File: src/rtl/vec_pkg.sv
`default_nettype none
// ============================================================================
//  Package     : vec_pkg
//  Description : Shared widths, register-file constants and the load-engine
//                state encoding for the vector load unit and its interface.
//                All widths of the slice are configured here; the number of
//                words per vector is derived and is not set independently.
//  Revision    : 1.0 - initial release
// ============================================================================
package vec_pkg;

    localparam int WORD_W = 32;                  // memory data word width
    localparam int VEC_W  = 256;                 // vector register width
    localparam int ADDR_W = 32;                  // byte-address width
    localparam int NWORDS = VEC_W / WORD_W;      // words per vector
    localparam int IDX_W  = $clog2(NWORDS);      // word index width

    localparam int         NUM_VREGS    = 3;     // vector registers present
    localparam logic [1:0] VREG_INVALID = 2'b11; // the one unused RW code

    typedef enum logic [1:0] {
        ST_IDLE  = 2'd0,
        ST_REQ   = 2'd1,
        ST_WAIT  = 2'd2,
        ST_WRITE = 2'd3
    } state_t;

endpackage
`default_nettype wire

File: src/rtl/vload_unit_if.sv
`default_nettype none
// ============================================================================
//  Interface   : vload_unit_if
//  Description : Bus bundle of the vector load unit.
//                Memory read port : mem_req, mem_addr -> ; <- mem_gnt,
//                                   mem_rdata, mem_rvalid
//                Reg-file write   : reg_write (RegWrite), reg_rw (RW),
//                                   reg_busw (busW)
//                master = load unit side, slave = memory / register-file side.
//  Revision    : 1.0 - initial release
// ============================================================================
interface vload_unit_if import vec_pkg::*; ();

    logic              mem_req;
    logic [ADDR_W-1:0] mem_addr;
    logic              mem_gnt;
    logic [WORD_W-1:0] mem_rdata;
    logic              mem_rvalid;

    logic              reg_write;
    logic [1:0]        reg_rw;
    logic [VEC_W-1:0]  reg_busw;

    modport master (
        output mem_req, mem_addr,
        input  mem_gnt, mem_rdata, mem_rvalid,
        output reg_write, reg_rw, reg_busw
    );

    modport slave (
        input  mem_req, mem_addr,
        output mem_gnt, mem_rdata, mem_rvalid,
        input  reg_write, reg_rw, reg_busw
    );

endinterface
`default_nettype wire

File: src/rtl/vload_unit.sv
`default_nettype none
// ============================================================================
//  Module      : vload_unit
//  Description : Vector load engine. On an accepted start it reads NWORDS
//                consecutive words from data memory (one request outstanding
//                at a time), assembles them into one VEC_W-bit vector (word 0
//                in the low lane) and writes it to the selected vector
//                register with a single-cycle reg_write pulse.
//  Ports       : clk, reset (async, active-high)
//                start, base_addr, dest_reg  - load request from ID/EX
//                busy, done, err             - status back to the control path
//                bus (vload_unit_if.master)  - memory read port + RF write port
//  Revision    : 1.0 - initial release
// ============================================================================
module vload_unit import vec_pkg::*; (
    input  wire logic              clk,
    input  wire logic              reset,
    input  wire logic              start,
    input  wire logic [ADDR_W-1:0] base_addr,
    input  wire logic [1:0]        dest_reg,
    output logic                   busy,
    output logic                   done,
    output logic                   err,
    vload_unit_if.master           bus
);

    // ------------------------------------------------------------------------
    // Elaboration guard: the vector must split into a whole number of words,
    // and the index counter needs at least one bit.
    // ------------------------------------------------------------------------
    if ((VEC_W % WORD_W) != 0 || NWORDS < 2) begin : g_width_check
        $error("vload_unit: VEC_W must be a multiple (>=2x) of WORD_W");
    end

    state_t             r_state;
    logic [IDX_W-1:0]   r_idx;
    logic [ADDR_W-1:0]  r_base;
    logic [1:0]         r_dest;
    logic [VEC_W-1:0]   r_buf;

    logic               w_start_ok;
    logic               w_last;
    logic [IDX_W-1:0]   w_idx_inc;
    logic [ADDR_W-1:0]  w_next_addr;
    logic [VEC_W-1:0]   w_buf_next;

    // A request is only taken for an existing register and a word-aligned base.
    assign w_start_ok  = (int'(dest_reg) < NUM_VREGS) && (dest_reg != VREG_INVALID)
                         && (base_addr[1:0] == 2'b00);
    assign w_last      = (r_idx == IDX_W'(NWORDS - 1));
    assign w_idx_inc   = r_idx + IDX_W'(1);
    // Address arithmetic is modulo 2^ADDR_W; a vector may straddle the top.
    assign w_next_addr = r_base + (ADDR_W'(w_idx_inc) << 2);

    // Buffer with the current word merged into its lane; also feeds busW so
    // the last word does not need an extra cycle to reach the write port.
    always_comb begin
        w_buf_next = r_buf;
        w_buf_next[WORD_W*int'(r_idx) +: WORD_W] = bus.mem_rdata;
    end

    // ------------------------------------------------------------------------
    // Control FSM. Every output is a flop so the register file and memory see
    // clean, glitch-free strobes; mem_addr is loaded on entry to REQ and is
    // therefore stable for the whole request.
    // ------------------------------------------------------------------------
    always_ff @(posedge clk or posedge reset) begin
        if (reset) begin
            r_state       <= ST_IDLE;
            r_idx         <= '0;
            r_base        <= '0;
            r_dest        <= '0;
            r_buf         <= '0;
            busy          <= 1'b0;
            done          <= 1'b0;
            err           <= 1'b0;
            bus.mem_req   <= 1'b0;
            bus.mem_addr  <= '0;
            bus.reg_write <= 1'b0;
            bus.reg_rw    <= '0;
            bus.reg_busw  <= '0;
        end else begin
            // Pulse outputs default low; reg_rw/reg_busw hold their value.
            done          <= 1'b0;
            err           <= 1'b0;
            bus.reg_write <= 1'b0;

            case (r_state)
                ST_IDLE: begin
                    if (start) begin
                        if (w_start_ok) begin
                            r_base       <= base_addr;
                            r_dest       <= dest_reg;
                            r_idx        <= '0;
                            busy         <= 1'b1;
                            bus.mem_req  <= 1'b1;
                            bus.mem_addr <= base_addr;
                            r_state      <= ST_REQ;
                        end else begin
                            err <= 1'b1;
                        end
                    end
                end

                ST_REQ: begin
                    if (bus.mem_gnt) begin
                        bus.mem_req <= 1'b0;
                        r_state     <= ST_WAIT;
                    end
                end

                ST_WAIT: begin
                    if (bus.mem_rvalid) begin
                        r_buf <= w_buf_next;
                        if (w_last) begin
                            bus.reg_write <= 1'b1;
                            bus.reg_rw    <= r_dest;
                            bus.reg_busw  <= w_buf_next;
                            done          <= 1'b1;
                            r_state       <= ST_WRITE;
                        end else begin
                            r_idx        <= w_idx_inc;
                            bus.mem_req  <= 1'b1;
                            bus.mem_addr <= w_next_addr;
                            r_state      <= ST_REQ;
                        end
                    end
                end

                ST_WRITE: begin
                    busy    <= 1'b0;
                    r_state <= ST_IDLE;
                end

                default: begin
                    r_state <= ST_IDLE;
                end
            endcase
        end
    end

endmodule
`default_nettype wire

File: src/flat_wrapper.sv
// flat-port wrapper written by rule: the top's interface ports become plain ports
module vload_unit_flat import vec_pkg::*;
  (clk, reset, start, base_addr, dest_reg, busy, done, err, bus_mem_req, bus_mem_addr, bus_mem_gnt, bus_mem_rdata, bus_mem_rvalid, bus_reg_write, bus_reg_rw, bus_reg_busw);
  vload_unit_if bus_i ();
  input  wire logic clk;
  input  wire logic reset;
  input  wire logic start;
  input  wire logic [ADDR_W-1:0] base_addr;
  input  wire logic [1:0] dest_reg;
  output logic busy;
  output logic done;
  output logic err;
  output wire logic [$bits(bus_i.mem_req)-1:0] bus_mem_req;
  output wire logic [$bits(bus_i.mem_addr)-1:0] bus_mem_addr;
  input wire logic [$bits(bus_i.mem_gnt)-1:0] bus_mem_gnt;
  input wire logic [$bits(bus_i.mem_rdata)-1:0] bus_mem_rdata;
  input wire logic [$bits(bus_i.mem_rvalid)-1:0] bus_mem_rvalid;
  output wire logic [$bits(bus_i.reg_write)-1:0] bus_reg_write;
  output wire logic [$bits(bus_i.reg_rw)-1:0] bus_reg_rw;
  output wire logic [$bits(bus_i.reg_busw)-1:0] bus_reg_busw;
  assign bus_mem_req = bus_i.mem_req;
  assign bus_mem_addr = bus_i.mem_addr;
  assign bus_i.mem_gnt = bus_mem_gnt;
  assign bus_i.mem_rdata = bus_mem_rdata;
  assign bus_i.mem_rvalid = bus_mem_rvalid;
  assign bus_reg_write = bus_i.reg_write;
  assign bus_reg_rw = bus_i.reg_rw;
  assign bus_reg_busw = bus_i.reg_busw;
  vload_unit u_core (.clk(clk), .reset(reset), .start(start), .base_addr(base_addr), .dest_reg(dest_reg), .busy(busy), .done(done), .err(err), .bus(bus_i));
endmodule
File: config.mk
export PLATFORM = sky130hd
export DESIGN_NAME = vload_unit_flat
export DESIGN_NICKNAME = d
export VERILOG_FILES = /design/src/rtl/vec_pkg.sv /design/src/rtl/vload_unit_if.sv /design/src/rtl/vload_unit.sv /design/src/flat_wrapper.sv
export SDC_FILE = /design/constraint.sdc
export NUM_CORES = 1
export LEC_CHECK = 0
export CAP_MARGIN = 15
export CORE_UTILIZATION = 45
export DETAILED_ROUTE_END_ITERATION = 6
export PLACE_DENSITY = 0.76
export SYNTH_ARGS = -nofsm -noshare
export SYNTH_HDL_FRONTEND = slang
export SYNTH_SLANG_ARGS = --single-unit
File: constraint.sdc
create_clock -name clk -period 36.8 [get_ports clk]
set_input_delay 7.36 -clock clk [delete_from_list [all_inputs] [get_ports clk]]
set_output_delay 7.36 -clock clk [all_outputs]
set_load 0.02 [all_outputs]
==> run metrics <==
status completed; mean post-synth cell area 11.34 um^2; # hold bufs at CTS 0; drt pass-1 iters 6; Initial Util 0.4562; crit path cell chain clkdlybuf4s50_1 -> nand3_4 -> buf_4 -> buf_4 -> o21ai_0; I/O pin count 366; Comb pwr share 0.191; total wire length 66110 um; Least-Margin Pin Slew 1.151 ns; synthesis warning total 0; Worst Path Buf+Inv 3; WP data required 37.23 ns; DR WL met2 30550 um; CP Launch Type input port; most used cell, CP buf_4; syn_nets 2299; nets 2580; Top Layer Used met5; Critical Path Sink Type flip-flop; Internal 1.274 mW; initial antenna violation count 4; RSZ-0062 raised after global routing false; Final setup viols 0; Max Root-Sink Buffers 3; Setup WS post-layout 26.69 ns; RD Place Congestion 0.8212; total grt overflow 0; TritonCTS clock tree yes; H-tree levels 2; Die Y 238.6 um; Core Box Area 0.05520 mm^2; switching share of power 0.2831; Synth Flop Type dfrtp_1; Cell Pwr Density 56.63 mW/mm^2; Via Count 17640; Yosys top cell area share 0.5853; Avg WL per Cell 20.04 um; first-pass GRT wire length 103100 um; Slew headroom 0.2329; #FFs+latches synth 589; Seq/Total Area, Yosys 0.5853; Tmin final 10.11 ns; post-synth cell types 56; Area growth syn-to-layout 24.66%; Hold Crit Class reg -> reg; setup slack, reg-to-reg 33.18 ns; Setup Skew 0.01877 ns; P_sw 0.5032 mW; final max-slew violation count 0; CP delay by family, top buffers and inverters; largest net degree at the start of global routing 174; clock power share 0.366; TNS Setup 0 ns; Residual DRC 0; CTS root buffer clkbuf_16; Placed Cells 3187; CTS sink cnt 589; post-CTS setup buffer count 0; clk_lat worst skew 0.63 ns; Die ar. 0.05691 mm^2; GRT Util Overall 0.2336; critical path peak fanout 129; cell count after synthesis 2220; Setup Crit Path Kind in -> reg; Tcrit/Tclk final 0.2747; Lkg Pwr 14.53 nW; fin cells 3299; CP max stage delay 0.91 ns; largest area contributor in the netlist dfrtp_1; Async S/R FF share, synth 1.000; Die X 238.6 um; Fmax 98.94 MHz; Iter 0 DRT Violations 1280; ANT nets after route 0; Worst VDD drop 0.04152 mV; CTS resizes 0; post-place setup slack 26.10 ns; total CTS buffers 60; Detailed Place HPWL 42520 um; clock slew at reported path FFs 0.06 ns; vias in the first global route 18060; Rows 86; main area contributors after synthesis dfrtp_1 (59%), mux2_2 (9.7%), mux2i_1 (9.3%); slowest stage cell, crit path buf_4; I/O Buffers 365; dpl cell area 0.02926 mm^2; DRT met1 WL 30260 um; Synth Cell Area 0.02518 mm^2; layout cell share with drive strength beyond 1 0.1448; Final Hold Viols 0; met3 WL 3347 um; CP arrival 10.54 ns; register share of total power 0.443; Final Instance Area 0.03139 mm^2; Post-synth EDFFs 0; vias per cell 5.348; number of max-cap violations 0
cells by family after synthesis:
group,synth area share
AO/OA/AOI/OAI,0.08398
XOR/XNOR,0.006609
adder cells (fa/ha/maj),0.004273
buffers and inverters,0.03419
flip-flops,0.5853
multiplexers,0.1928
AND/OR/NAND/NOR,0.09282
stage by stage:
step / hold WS (ns) / total power, mW / utilization
after floorplan: 0.4379 / 1.017 / -
after global placement: 0.4541 / 1.122 / 0.5301
after detailed placement: 0.4607 / 1.138 / 0.5301
after CTS: 0.4758 / 1.792 / 0.5685
after global routing: 0.4998 / 1.858 / 0.5686
final: 0.4788 / 1.778 / 0.5687
cells in the final DEF, fill, tap and decap left out, types with 9 or more instances in the layout:
cell type        Yosys  routed
a21oi_1             42      42
buf_4                8      29
bufinv_16            0       9
clkbuf_1            95      11
clkbuf_16            0      62
clkbuf_8             0      11
clkdlybuf4s50_1      0     365
clkinv_2             0      10
dfrtp_1            589     589
inv_1               12      11
mux2_2             216     216
mux2i_1            233     233
nand2_1            441     438
nand3_1             14      12
nand4_1             13      13
nor2_1              43      43
o211ai_1            10      10
o21ai_0            317     317
xnor2_1             12      12
synthesized netlist by cell type (7+ instances only):
library cell	n
dfrtp_1	589
nand2_1	441
o21ai_0	317
mux2i_1	233
mux2_2	216
clkbuf_1	95
buf_2	60
nor2_1	43
a21oi_1	42
nand3_1	14
nand4_1	13
inv_1	12
xnor2_1	12
o211ai_1	10
buf_4	8
mux2_1	8
nor2b_1	8
and3_1	7
ha_1	7
xor2_1	7
flip-flops by register name, indices dropped and copies added, names as in the netlist:
name,cells
u_core.bus.reg_busw,256
u_core.r_buf,256
u_core.bus.mem_addr,32
u_core.r_base,32
u_core.r_idx,3
u_core.bus.reg_rw,2
u_core.r_dest,2
u_core.r_state,2
u_core.bus.mem_req,1
u_core.bus.reg_write,1
u_core.busy,1
u_core.err,1
cell type report:
type | instances | area (um^2)
flip-flops and latches | 589 | 14740
repair buffers | 395 | 3891
multi-input cells | 1442 | 9641
clock buffers | 84 | 1744
diodes | 3 | 7.507
clock inverters | 25 | 375.4
inverters | 13 | 56.30
fillers | 4462 | 23810
well taps | 748 | 935.9
final timing paths:
check / depth (start not counted) / endpoint / from
worst max-delay path: 5 / u_core.bus.reg_busw[234]$_DFFE_PP0P_ / bus_mem_rvalid
max in group asynchronous: 4 / u_core.r_buf[205]$_DFFE_PP0P_ / reset
worst max register to register: 6 / u_core.bus.reg_busw[234]$_DFFE_PP0P_ / u_core.r_state[0]$_DFFE_PP0P_
worst min register to register: 2 / u_core.bus.reg_rw[0]$_DFFE_PP0P_ / u_core.r_dest[0]$_DFFE_PP0P_
min in group asynchronous: 2 / u_core.r_dest[1]$_DFFE_PP0P_ / reset
worst min-delay path: 2 / u_core.bus.reg_rw[0]$_DFFE_PP0P_ / u_core.r_dest[0]$_DFFE_PP0P_
power groups by stage:
stage,Sequential (mW),Combinational [mW],Clock (mW)
finish,0.788,0.340,0.650
global route,0.798,0.372,0.688
CTS,0.786,0.343,0.663
detailed placement,0.797,0.341,0
global placement,0.791,0.331,0
floorplan,0.804,0.213,0
worst reg2reg max path: stages, from the launching register on:
cell	delay [ns]
dfrtp_1	0.45
and2b_1	0.21
buf_4	0.24
nand3_4	0.34
buf_4	0.90
buf_4	0.98
o21ai_0	0.33
metal layers:
metal  track usage  up-vias
li1              -     8175
met1        0.3301     8846
met2        0.3654      496
met3       0.04111      123
met4       0.07731        4
met5             0        -
No activity file was read; power rests on OpenSTA's default activity.
